`src/rtl/sdrc_mport_arb.sv`:
```
// sdrc_mport_arb
// Multi-port front end for sdrc_core. NCH request channels are arbitrated
// (round-robin or fixed priority) onto the single app_req interface. The
// channel ID of every accepted transfer is queued in an in-order FIFO, one
// per direction. The FIFO head is used to steer write-data selection and the
// write/read beat strobes back to the channel that owns the current transfer.
//
// Handshake: a channel raises ch_req with stable addr/len/wr_n and holds them
// until it sees ch_req_ack high in the same cycle. On the core side, app_req
// holds stable until app_req_ack, and that cycle is the acceptance cycle.
//
// Ports
//   sdram_clk, sdram_resetn        clock, async active-low reset
//   cfg_arb_mode                   0 round-robin, 1 fixed priority (ch0 first)
//   ch_req/_addr/_len/_wr_n        per-channel requests (packed, ch i at i*W)
//   ch_req_ack                     one-hot acceptance back to the channel
//   ch_wr_data, ch_wr_en_n         per-channel write data / active-low BEs
//   ch_wr_next, ch_last_wr         write-beat strobes to the owning channel
//   ch_rd_data                     read data broadcast to all channels
//   ch_rd_valid, ch_last_rd        read-beat strobes to the owning channel
//   app_*                          sdrc_core request / data interface
//   rd_orphan_err                  sticky: read beat seen with no owner queued
module sdrc_mport_arb #(
  parameter int NCH    = 4,
  parameter int CHW    = 2,
  parameter int APP_AW = 26,
  parameter int APP_DW = 32,
  parameter int APP_BW = 4,
  parameter int APP_RW = 9,
  parameter int DEPTH  = 4
) (
  input  logic                  sdram_clk,
  input  logic                  sdram_resetn,
  input  logic                  cfg_arb_mode,
  input  logic [NCH-1:0]        ch_req,
  input  logic [NCH*APP_AW-1:0] ch_req_addr,
  input  logic [NCH*APP_RW-1:0] ch_req_len,
  input  logic [NCH-1:0]        ch_req_wr_n,
  output logic [NCH-1:0]        ch_req_ack,
  input  logic [NCH*APP_DW-1:0] ch_wr_data,
  input  logic [NCH*APP_BW-1:0] ch_wr_en_n,
  output logic [NCH-1:0]        ch_wr_next,
  output logic [NCH-1:0]        ch_last_wr,
  output logic [APP_DW-1:0]     ch_rd_data,
  output logic [NCH-1:0]        ch_rd_valid,
  output logic [NCH-1:0]        ch_last_rd,
  output logic                  app_req,
  output logic [APP_AW-1:0]     app_req_addr,
  output logic [APP_RW-1:0]     app_req_len,
  output logic                  app_req_wr_n,
  input  logic                  app_req_ack,
  output logic [APP_DW-1:0]     app_wr_data,
  output logic [APP_BW-1:0]     app_wr_en_n,
  input  logic                  app_wr_next_req,
  input  logic                  app_last_wr,
  input  logic [APP_DW-1:0]     app_rd_data,
  input  logic                  app_rd_valid,
  input  logic                  app_last_rd,
  output logic                  rd_orphan_err
);

  localparam int PW = $clog2(DEPTH);

  typedef enum logic {IDLE = 1'b0, GRANT = 1'b1} state_t;

  state_t         state, state_nxt;
  logic [CHW-1:0] gnt_id, rr_ptr, win_id;
  logic           win_vld;
  logic [NCH-1:0] eligible;

  // Unpacked views of the per-channel buses so they can be indexed by ID.
  logic [APP_AW-1:0] addr_a  [NCH];
  logic [APP_RW-1:0] len_a   [NCH];
  logic [APP_DW-1:0] wdata_a [NCH];
  logic [APP_BW-1:0] wen_n_a [NCH];

  always_comb begin
    for (int i = 0; i < NCH; i++) begin
      addr_a[i]  = ch_req_addr[i*APP_AW +: APP_AW];
      len_a[i]   = ch_req_len[i*APP_RW +: APP_RW];
      wdata_a[i] = ch_wr_data[i*APP_DW +: APP_DW];
      wen_n_a[i] = ch_wr_en_n[i*APP_BW +: APP_BW];
    end
  end

  // Owner-ID FIFOs. Pointers carry one extra wrap bit so full and empty are
  // distinguishable from the pointer difference alone.
  logic [CHW-1:0] wr_mem [DEPTH];
  logic [CHW-1:0] rd_mem [DEPTH];
  logic [PW:0]    wr_wptr, wr_rptr, rd_wptr, rd_rptr;
  logic [PW:0]    wr_cnt, rd_cnt;
  logic           wr_full, wr_empty, rd_full, rd_empty;
  logic           grant_ack, wr_push, rd_push, wr_pop, rd_pop;
  logic [CHW-1:0] wh, rh;

  assign wr_cnt   = wr_wptr - wr_rptr;
  assign rd_cnt   = rd_wptr - rd_rptr;
  assign wr_full  = (wr_cnt == (PW+1)'(DEPTH));
  assign rd_full  = (rd_cnt == (PW+1)'(DEPTH));
  assign wr_empty = (wr_cnt == '0);
  assign rd_empty = (rd_cnt == '0);
  assign wh       = wr_mem[wr_rptr[PW-1:0]];
  assign rh       = rd_mem[rd_rptr[PW-1:0]];

  assign grant_ack = (state == GRANT) && app_req_ack;
  assign wr_push   = grant_ack && !ch_req_wr_n[gnt_id];
  assign rd_push   = grant_ack &&  ch_req_wr_n[gnt_id];
  // Pops are qualified by non-empty so a stray strobe cannot underflow.
  assign wr_pop    = !wr_empty && app_wr_next_req && app_last_wr;
  assign rd_pop    = !rd_empty && app_rd_valid && app_last_rd;

  always_ff @(posedge sdram_clk or negedge sdram_resetn) begin
    if (!sdram_resetn) begin
      wr_wptr <= '0;
      wr_rptr <= '0;
      rd_wptr <= '0;
      rd_rptr <= '0;
    end else begin
      if (wr_push) wr_wptr <= wr_wptr + (PW+1)'(1);
      if (wr_pop)  wr_rptr <= wr_rptr + (PW+1)'(1);
      if (rd_push) rd_wptr <= rd_wptr + (PW+1)'(1);
      if (rd_pop)  rd_rptr <= rd_rptr + (PW+1)'(1);
    end
  end

  // Storage needs no reset: entries are only read while the FIFO is non-empty.
  always_ff @(posedge sdram_clk) begin
    if (wr_push) wr_mem[wr_wptr[PW-1:0]] <= gnt_id;
    if (rd_push) rd_mem[rd_wptr[PW-1:0]] <= gnt_id;
  end

  // A channel is only eligible if the FIFO for its direction has room, so a
  // push can never hit a full FIFO.
  always_comb begin
    for (int i = 0; i < NCH; i++) begin
      eligible[i] = ch_req[i] && (ch_req_wr_n[i] ? !rd_full : !wr_full);
    end
  end

  // Scan candidates from last to first so the first one in search order is
  // the final assignment and wins.
  always_comb begin
    int idx;
    idx     = 0;
    win_vld = 1'b0;
    win_id  = '0;
    for (int k = NCH - 1; k >= 0; k--) begin
      if (cfg_arb_mode) begin
        idx = k;
      end else begin
        idx = int'(rr_ptr) + k;
        if (idx >= NCH) idx = idx - NCH;
      end
      if (eligible[idx[CHW-1:0]]) begin
        win_vld = 1'b1;
        win_id  = idx[CHW-1:0];
      end
    end
  end

  always_ff @(posedge sdram_clk or negedge sdram_resetn) begin
    if (!sdram_resetn) begin
      state  <= IDLE;
      gnt_id <= '0;
      rr_ptr <= '0;
    end else begin
      state <= state_nxt;
      if (state == IDLE && win_vld) gnt_id <= win_id;
      if (grant_ack) rr_ptr <= (gnt_id == CHW'(NCH - 1)) ? '0 : gnt_id + CHW'(1);
    end
  end

  // The grant is held until the core acks, even if the channel withdraws.
  always_comb begin
    state_nxt = state;
    case (state)
      IDLE:    if (win_vld) state_nxt = GRANT;
      GRANT:   if (app_req_ack) state_nxt = IDLE;
      default: state_nxt = IDLE;
    endcase
  end

  always_comb begin
    app_req      = 1'b0;
    app_req_addr = '0;
    app_req_len  = '0;
    app_req_wr_n = 1'b0;
    ch_req_ack   = '0;
    if (state == GRANT) begin
      app_req            = 1'b1;
      app_req_addr       = addr_a[gnt_id];
      app_req_len        = len_a[gnt_id];
      app_req_wr_n       = ch_req_wr_n[gnt_id];
      ch_req_ack[gnt_id] = app_req_ack;
    end

    app_wr_data = '0;
    app_wr_en_n = '1;
    ch_wr_next  = '0;
    ch_last_wr  = '0;
    if (!wr_empty) begin
      app_wr_data    = wdata_a[wh];
      app_wr_en_n    = wen_n_a[wh];
      ch_wr_next[wh] = app_wr_next_req;
      ch_last_wr[wh] = app_last_wr;
    end

    ch_rd_valid = '0;
    ch_last_rd  = '0;
    if (!rd_empty) begin
      ch_rd_valid[rh] = app_rd_valid;
      ch_last_rd[rh]  = app_rd_valid && app_last_rd;
    end
  end

  assign ch_rd_data = app_rd_data;

  always_ff @(posedge sdram_clk or negedge sdram_resetn) begin
    if (!sdram_resetn)                rd_orphan_err <= 1'b0;
    else if (app_rd_valid && rd_empty) rd_orphan_err <= 1'b1;
  end

endmodule

```
`config.mk`:
```
export PLATFORM = sky130hd
export DESIGN_NAME = sdrc_mport_arb
export DESIGN_NICKNAME = d
export VERILOG_FILES = /design/src/rtl/sdrc_mport_arb.sv
export SDC_FILE = /design/constraint.sdc
export NUM_CORES = 1
export LEC_CHECK = 0
export BUFFER_PORTS_ARGS = -buffer_cell sky130_fd_sc_hd__buf_2
export CAP_MARGIN = 20
export CORE_AREA = 2 2 176 178
export DETAILED_ROUTE_END_ITERATION = 8
export DIE_AREA = 0 0 178 180
export GPL_TIMING_DRIVEN = 0
export PLACE_DENSITY = 0.46
export SYNTH_ARGS = -nofsm -noshare
export SYNTH_HDL_FRONTEND = slang
export SYNTH_SLANG_ARGS = --single-unit
```
`constraint.sdc`:
```
create_clock -name sdram_clk -period 6.2 [get_ports sdram_clk]
set_input_delay 0 -clock sdram_clk [delete_from_list [all_inputs] [get_ports sdram_clk]]
set_output_delay 0 -clock sdram_clk [all_outputs]
set_load 0.05 [all_outputs]
```
Word level (Yosys, flattened, before mapping)

Memories as Yosys holds them, arrays and structs flattened.
Index checks and enable logic that the tools add are counted.

Flip-flop bits (word level): 18
Bits in writable memories: 16
Bits of input ports: 332
Output and inout port bits: 126
Word-level logic and storage cells: 142
Memories kept: 2

Add/subtract/negate cells: 14
Magnitude comparators: 16
Eq/ne operators: 3
Mux-type cells: 67
Bitwise logic cells: 8
Reduce and logical (&&, ||, !) cells: 24

Memories:

| memory | depth | bits a word | rd ports | clocked after memory_dff | wr ports | RTL line | source |
|---|---|---|---|---|---|---|---|
| rd_mem | 4     | 2           | 1        | 0                        | 1        | 89       | `logic [CHW-1:0] rd_mem [DEPTH];` |
| wr_mem | 4     | 2           | 1        | 0                        | 1        | 88       | `logic [CHW-1:0] wr_mem [DEPTH];` |

Operators with widths:

| cell                                                              | count |
|---|---|
| 2-to-1 mux 32 bit                                                 | 3 |
| 2-to-1 mux 26 bit                                                 | 3 |
| binary-select mux 32 bit (select 2 bit)                           | 1 |
| binary-select mux 26 bit (select 2 bit)                           | 1 |
| 2-to-1 mux 4 bit                                                  | 8 |
| 2-to-1 mux 9 bit                                                  | 3 |
| 2-to-1 mux 2 bit                                                  | 13 |
| 2-to-1 mux 1 bit                                                  | 24 |
| < comparator 2 x 3 -> 1 bit, second input constant                | 7 |
| bitwise AND 4 bit                                                 | 5 |
| binary-select mux 9 bit (select 2 bit)                            | 1 |
| logical AND 1 bit                                                 | 17 |
| greater-or-equal comparator 3 bit, second input constant          | 5 |
| adder 3 x 1 -> 3 bit, second input constant                       | 4 |
| binary-select mux 1 bit (select 2 bit)                            | 5 |
| binary-select mux 4 bit (select 2 bit)                            | 1 |
| subtractor 2 x 1 -> 2 bit, second input constant                  | 4 |
| adder 2 x 2 -> 3 bit, second input constant                       | 2 |
| demux 1 bit (select 2 bit)                                        | 3 |
| == test 3 bit, second input constant                              | 2 |
| greater-or-equal comparator 2 x 1 -> 1 bit, second input constant | 3 |
| logical NOT 3 bit                                                 | 2 |
| NOT 2 -> 3 bit                                                    | 2 |
| subtractor 3 bit                                                  | 2 |
| 7 further kinds                                                   | 11 |

Longest topological paths before layout

Gate-level depths: netlist of the first run.

Word-level depth: 13
Mapped depth: 9
Depth with buffers taken out: 9

Worst setup path after synthesis of the first run

Ideal clock, no wire load.

Kind: register -> output
Start: reg wr_rptr[0]
End: out ch_last_wr[2]
Data arrival time: 2.733 ns
Required time: 6.200 ns
Path slack: 3.467 ns
Stages on the path, launching flop included: 6
Path buffers: 3
Cell sequence: dfrtp_1 mux4_2 buf_4 buf_2 buf_2 nor3b_1

Word-level cells in the longest chain between the ends: 7
Elaborated cells on any way between the ends: 10
Classes of those cells: 1 x add/sub; 2 x order compare; 3 x mux; 1 x bitwise; 2 x reduce/logical; 1 x memory

Ends and longest elaborated chain:

| element                                                                                                         | RTL line | source |
|---|---|---|
| start, declared                                                                                                 | 90       | `logic [PW:0] wr_wptr, wr_rptr, rd_wptr, rd_rptr;` |
| start signal, assigned                                                                                          | 120      | `if (wr_pop) wr_rptr <= wr_rptr + (PW+1)'(1);` |
| memory (4 x 2 bit)                                                                                              | --       |  |
| < comparator 2 x 3 -> 1 bit (not written as such) or greater-or-equal comparator 2 x 1 -> 1 bit (tied branches) | 205      | `ch_last_wr[wh] = app_last_wr;` |
| logical AND 1 bit (not written as such)                                                                         | 205      |  |
| 2-to-1 mux 1 bit (not written as such)                                                                          | 205      |  |
| demux 1 bit (select 2 bit)                                                                                      | 205      |  |
| bitwise AND 4 bit (no line)                                                                                     | --       |  |
| 2-to-1 mux 4 bit (*)                                                                                            | 201      | `if (!wr_empty) begin` |
| end, declared                                                                                                   | 43       | `output logic [NCH-1:0] ch_last_wr,` |

Mark *: on every way between the ends. The rest lies on a longest branch, timed or not.

Worst setup path in the final report of the first run

Start: reg gnt_id[0]
End: out app_req_addr[13]

Word-level cells in the longest chain between the ends: 5

Ends and longest elaborated chain:

| element                                              | RTL line | source |
|---|---|---|
| start, declared                                      | 67       | `logic [CHW-1:0] gnt_id, rr_ptr, win_id;` |
| start signal, assigned                               | 168      | `if (state == IDLE && win_vld) gnt_id <= win_id;` |
| NOT 2 -> 3 bit (not written as such)                 | 191      | `app_req_addr = addr_a[gnt_id];` |
| binary-select mux 26 bit (select 2 bit)              | 191      |  |
| 2-to-1 mux 26 bit (not written as such) (2 in a row) | 191      |  |
| 2-to-1 mux 26 bit                                    | 189      | `if (state == GRANT) begin` |
| end, declared                                        | 48       | `output logic [APP_AW-1:0] app_req_addr,` |

Every way passes these cells. The select of a mux whose other input is x is not followed.

==> impl_results.md, run 1 <==
* Final Hold Viols at 0
* Crit path max-delay family: buffers and inverters
* Placed inst area at 7170 µm²
* First DRT Iteration DRCs at 99
* Critical Path Start: gnt_id[0]$_DFFE_PN0P_
* Most frequent CP cell: buf_2
* CTS clk-pin slew, worst paths at 0.05 ns
* Vias in the first global route at 5297
* Most common cell after layout, fill and taps aside: buf_2
* Via count at 5046
* Fillers at 3337
* Post-synth EDFFs at 16
* RSZ-0062 raised after global routing: no
* WP data arrival at 3.14 ns
* Die height at 180 µm
* Mapped Cells at 407
* Fraction of the mapped netlist area in simple logic gates at 18.9%
* CP max stage delay at 0.76 ns
* Psw at 2.73 mW
* Synth Area in Adders at 4.95%
* Post-synth top area share at 35.6%
* Register area share after synthesis at 20.5%
* Synth warnings at 0
* Main combinational cell family by area after synthesis: multiplexers
* Number of remaining DRC errors at 0
* Root Buffer: clkbuf_16
* Reg2reg start: gnt_id[0]$_DFFE_PN0P_
* Crit Path Class: register to output port
* Clk buf depth at 2
* Synth Register Bits at 34
* Setup crit end kind: output port
* Crit. path cell count at 5
* Hold crit path type: input port to register
* Worst endpoint required time at 6.20 ns
* Startpoint types: register
* Port-buffer cells at 425
* Initial core utilization at 15.1%
* Critical Path Fanout Max at 12
* Synthesized area per cell at 11.2 µm²
* Gr ovfl total at 0
* Mux cell area share after synthesis at 39.1%
* Pint at 1.70 mW
* Clock period minus final worst setup slack at 3.14 ns
* WHS Path Cells at 2
* Net Count, Synth at 757
* Yosys cell types at 45
* Worst hold path startpoint: app_rd_valid
* Final setup fails at 0
* Antenna violations before repair at 5
* Switch share at 61.6%
* Row cnt at 64
* Post-Syn Area at 4550 µm²
* Synth Area in XOR/XNOR at 2.70%
* CTS tree: yes
* Setup Buffers After CTS at 0
* Most frequent cells in the layout: buf_2, and2_1, mux4_2
* Max Transition Viols Final at 0
* Maximum capacitance violations at 0
* PD cells at 603 nW/µm²
* Vias per Instance at 4.07
* Total power at 4.43 mW
* H-Tree Depth at 2
* Buf/Inv on CP at 3
* Seq. cell area at 931 µm²
* Num CTS Buffers at 5
* Gpl congestion at 0.797
* Synth Area in Compound Gates at 5.06%
* Outcome: finished, final reports clean
* WL per Instance at 17.5 µm
* Clock Skews at 0.00357 ns
* Die ar. at 32000 µm²
* First-pass GRT wire length at 30600 µm
* Seq pwr share at 9.4%
* Top cells by area, synth: mux4_2, and2_1, edfxtp_1
* I/O Pins at 458
* # hold bufs at CTS at 1
* Largest net degree at the start of global routing at 19
* Clock Sinks at 34
* Clock share of power at 5.6%
* Setup TNS at 0 ns
* Reg2reg path depth at 5
* Peak supply drop at 0.261 mV
* Design area at 7340 µm²
* Multi-input gate area at 3220 µm²
* Cell accounting for the most synthesized area: mux4_2
* Worst Max-Slew Pin Slew at 0.944 ns
* Combinational share of power at 84.9%
* Static Leak at 3.57 nW
* Core box area at 30200 µm²
* Post-synth top flop: dfrtp_1
* Asr flop ratio synth at 52.9%
* Pre-antenna DRT Iters at 4
* Area grow syn2layout at 61.3%
* HPWL Detailed at 19700 µm
* CP max-delay cell: buf_1
* Max Fclk at 318 MHz
* Antenna viol nets, final at 0
* Nets@finish at 1190
* Clk Latency, worst-skew pair at 0.28 ns
* Share of layout cells above drive strength 1 at 66.0%
* Worst path cell trace: buf_1 -> buf_2 -> mux4_2 -> and2_1 -> buf_2
* GRT Util Overall at 12.8%
* Final cycle utilization of the critical path at 50.7%
* Worst slew margin at 37.1%
* Die X at 178 µm
* CTS resizes at 0
* Final wirelength at 21700 µm
layer usage:
metal	part of all wire [%]	track usage [%]	wire [µm]	up-vias
li1	-	-	-	2367
met1	33	12.2	7100	2359
met2	56	26.4	12200	289
met3	8.4	2.28	1830	27
met4	2.6	4.49	575	4
met5	0.12	0	27	-
through the flow:
| stage | instances | hold slack, ns | utilization (%) | setup slack [ns] |
|---|---|---|---|---|
| floorplan | 407 | -0.296 | - | 3.47 |
| global placement | 1228 | -0.0117 | 23.8 | 3.23 |
| detailed placement | 1228 | -0.00876 | 23.8 | 3.24 |
| CTS | 1237 | 0.000276 | 24.3 | 2.93 |
| global route | 1239 | 0.0196 | 24.3 | 2.84 |
| finish | 1239 | 0.00417 | 24.3 | 3.06 |
cell usage after synthesis (9+ instances only):
| master | count |
|---|---|
| and2_1 | 77 |
| mux4_2 | 72 |
| buf_4 | 34 |
| nand2_1 | 24 |
| dfrtp_1 | 18 |
| ha_1 | 18 |
| nor2_1 | 18 |
| edfxtp_1 | 16 |
| clkbuf_1 | 15 |
| inv_1 | 11 |
| buf_2 | 9 |
| xnor2_1 | 9 |
registers in the layout, indices dropped and copies added, names as in the netlist:
register,flops
gnt_id,2
wr_wptr,3
wr_mem,8
rd_orphan_err,1
rr_ptr,2
rd_mem,8
rd_wptr,3
state,1
rd_rptr,3
wr_rptr,3
worst paths after layout:
path	end	slack, ns
max reg2reg	rr_ptr[1]$_DFFE_PN0P_	3.48
max in group asynchronous	wr_rptr[1]$_DFFE_PN0P_	5.65
min	rd_orphan_err$_DFFE_PN0P_	0.004
min reg2reg	rd_orphan_err$_DFFE_PN0P_	0.46
min in group asynchronous	rd_orphan_err$_DFFE_PN0P_	0.21
max	app_req_addr[13]	3.06
cells by family after synthesis:
logic type,count (synthesis)
AOI/OAI and AO/OA,31
xor gates and xnor gates,14
adders and majority gates,18
buffers and inverters,70
DFF,34
muxes,87
and+or+nand+nor,153
area by class of cell:
cell class                      count  area share [%]
Multi-Input combinational cell    303            43.8
Timing Repair Buffer              426            29.1
Sequential cell                    34            12.7
Tap cell                          396            6.75
Buffer                             59            4.91
Clock buffer                        6            1.89
Inverter                           11           0.563
Clock inverter                      2           0.171
Antenna cell                        2          0.0682
power by group through the flow:
stage | registers, mW | clock network, mW | logic [mW]
6_report | 0.418 | 0.250 | 3.76
5_1_grt | 0.435 | 0.268 | 4.02
4_1_cts | 0.424 | 0.259 | 3.82
3_5_place_dp | 0.429 | 0 | 3.81
3_3_place_gp | 0.428 | 0 | 3.81
2_1_floorplan | 0.404 | 0 | 2.90
No activity file was read; power rests on OpenSTA's default activity.
==> run 2, diff against run 1 <==
--- a/config.mk
+++ b/config.mk
@@ -11,7 +11,7 @@
 export DETAILED_ROUTE_END_ITERATION = 8
 export DIE_AREA = 0 0 178 180
 export GPL_TIMING_DRIVEN = 0
-export PLACE_DENSITY = 0.46
+export PLACE_DENSITY = 0.47
 export SYNTH_ARGS = -nofsm -noshare
 export SYNTH_HDL_FRONTEND = slang
 export SYNTH_SLANG_ARGS = --single-unit
==> constraint.sdc (replaced) <==
create_clock -name sdram_clk -period 2.88 [get_ports sdram_clk]
set_input_delay 0 -clock sdram_clk [delete_from_list [all_inputs] [get_ports sdram_clk]]
set_output_delay 0 -clock sdram_clk [all_outputs]
set_load 0.05 [all_outputs]
==> impl_results.md, run 2 (synthesis gave the netlist of run 1 again) <==
* Outcome: finished, final reports clean (unchanged)
* GRT Util Overall at 13.0% (was 12.8%)
* Number of remaining DRC errors at 0 (unchanged)
* Final setup fails at 0 (unchanged)
* Total power at 9.56 mW (was 4.43 mW)
* Critical Path Start: wr_rptr[0]$_DFFE_PN0P_ (was gnt_id[0]$_DFFE_PN0P_)
* Share of layout cells above drive strength 1 at 66.6% (was 66.0%)
* Pre-CTS setup slack at -0.0698 ns (was 3.24 ns)
* Reg2reg start: rd_wptr[0]$_DFFE_PN0P_ (was gnt_id[0]$_DFFE_PN0P_)
* Antenna violations before repair at 6 (was 5)
* Final Hold Viols at 0 (unchanged)
* RSZ-0062 raised after global routing: no (unchanged)
* R2r setup slk at 0.28 ns (was 3.48 ns)
* Antenna viol nets, final at 0 (unchanged)
* Worst Max-Slew Pin Slew at 0.598 ns (was 0.944 ns)
* Vias per Instance at 4.04 (was 4.07)
* Fillers at 3329 (was 3337)
* Die ar. at 32000 µm² (unchanged)
* WP data arrival at 2.69 ns (was 3.14 ns)
* Largest net degree at the start of global routing at 19 (unchanged)
* Core box area at 30200 µm² (unchanged)
* CTS clk-pin slew, worst paths at 0.05 ns (about the same)
* Clk Latency, worst-skew pair at 0.28 ns (about the same)
* WL per Instance at 17.7 µm (was 17.5 µm)
* Area grow syn2layout at 61.8% (was 61.3%)
* Psw at 5.82 mW (was 2.73 mW)
* I/O Pins at 458 (unchanged)
* First-pass GRT wire length at 30900 µm (was 30600 µm)
* Clock share of power at 6.2% (was 5.6%)
* Pre-antenna DRT Iters at 4 (unchanged)
* Max Transition Viols Final at 0 (unchanged)
* Clock Sinks at 34 (unchanged)
* Final cycle utilization of the critical path at 93.3%
* CTS tree: yes (unchanged)
* PD cells at 1300 nW/µm² (was 603 nW/µm²)
* First DRT Iteration DRCs at 138 (was 99)
* H-Tree Depth at 2 (unchanged)
* HPWL Detailed at 19900 µm (was 19700 µm)
* WHS Path Cells at 2 (unchanged)
* Setup crit end kind: output port (unchanged)
* Num CTS Buffers at 5 (unchanged)
* Startpoint types: register (unchanged)
* Hold crit path type: input port to register (unchanged)
* Root Buffer: clkbuf_16 (unchanged)
* Post-layout util at 24.4% (was 24.3%)
* Via count at 4999 (was 5046)
* Clk buf depth at 2 (unchanged)
* Maximum capacitance violations at 0 (unchanged)
* Die X at 178 µm (unchanged)
* Die height at 180 µm (unchanged)
* Pint at 3.74 mW (was 1.70 mW)
* Peak supply drop at 0.620 mV (was 0.261 mV)
* Initial core utilization at 15.1% (unchanged)
* Vias in the first global route at 5223 (was 5297)
* Worst endpoint required time at 2.88 ns (was 6.20 ns)
* Gr ovfl total at 0 (unchanged)
* Static Leak at 3.58 nW (was 3.57 nW)
* Row cnt at 64 (unchanged)
* Most frequent cells in the layout: buf_2, and2_1, mux4_2 (unchanged)
* Worst slew margin at 60.1% (was 37.1%)
* Nets@finish at 1190 (unchanged)
* Setup TNS at 0 ns (unchanged)
* Gpl congestion at 0.837 (was 0.797)
* Final wirelength at 21900 µm (was 21700 µm)
* Port-buffer cells at 425 (unchanged)
* Final WS setup at 0.194 ns (was 3.06 ns)
* Crit Path Class: register to output port (unchanged)
* Setup Buffers After CTS at 0 (unchanged)
* Clock Skews at 0.00499 ns (was 0.00357 ns)
* Switch share at 60.8% (was 61.6%)
* Most common cell after layout, fill and taps aside: buf_2 (unchanged)
* Critical Path Fanout Max at 10 (was 12)
* Worst hold path startpoint: app_rd_valid (unchanged)
* Clock period minus final worst setup slack at 2.69 ns
* Reg2reg path depth at 9 (was 5)
* Seq pwr share at 9.4% (about the same)
* Max Fclk at 372 MHz
* Combinational share of power at 84.4% (was 84.9%)
[run 2: cell types whose count changed in the layout (fill, tap and decap cells not counted), sizes merged]
cell,previous run,this run
buf,469,467
bufinv,0,1
clkbuf,21,22
clkinv,1,2
clkinvlp,1,0
diode,2,1
[run 2: layout make-up]
type | instances | area (µm²) | share of cell area [%]
multi-input combinational | 303 | 3220 | 43.7
timing repair buffer | 426 | 2140 | 29.0
sequential | 34 | 933 | 12.7
tap | 396 | 495 | 6.73
buffer | 59 | 369 | 5.01
clock buffer | 5 | 125 | 1.70
inverter | 11 | 41.3 | 0.561
clock inverter | 3 | 40.0 | 0.544
antenna | 1 | 2.50 | 0.0340
[run 2: worst max-delay path, cell delays in order (launching register included)]
cell and delay [ns]:
dfrtp_2 0.46, mux4_2 0.40, buf_2 0.25, clkbuf_1 0.50, mux4_2 0.42, and2_1 0.17
buf_2 0.20
[run 2: what timing repair did]
item,in CTS,in global routing
resized for setup,4,7
setup endpoints to repair,32,28
hold buffers,1,0
hold endpoints to repair,18,0
[run 2: path summary, 6_finish.rpt]
check | to
min in group asynchronous | rd_orphan_err$_DFFE_PN0P_
min | rd_orphan_err$_DFFE_PN0P_
max | app_wr_data[20]
min reg2reg | rd_orphan_err$_DFFE_PN0P_
max reg2reg | gnt_id[0]$_DFFE_PN0P_
max in group asynchronous | wr_rptr[0]$_DFFE_PN0P_
[run 2: through the flow]
stage / instances / hold slack, ns / instance area (µm²)
floorplan: 407 / -0.296 / 4550
global placement: 1228 / -0.00584 / 7170
detailed placement: 1228 / -0.00565 / 7170
CTS: 1237 / 0.00397 / 7360
global route: 1238 / 0.0227 / 7360
finish: 1238 / 0.00831 / 7360
[run 2: routing by layer]
layer	vias up	wire, µm	GRT usage (%)
met1	2337	7070	12.2
met2	276	12600	27.8
met4	4	371	3.05
met3	22	1760	2.18
li1	2360	-	-
met5	-	32	0
[run 2: power groups by stage]
stage,sequential (mW),combinational [mW],clock [mW]
final,0.897,8.06,0.597
after floorplan,0.870,6.25,0
after global routing,0.935,8.65,0.635
after CTS,0.903,8.18,0.616
after global placement,0.912,8.13,0
after detailed placement,0.912,8.14,0
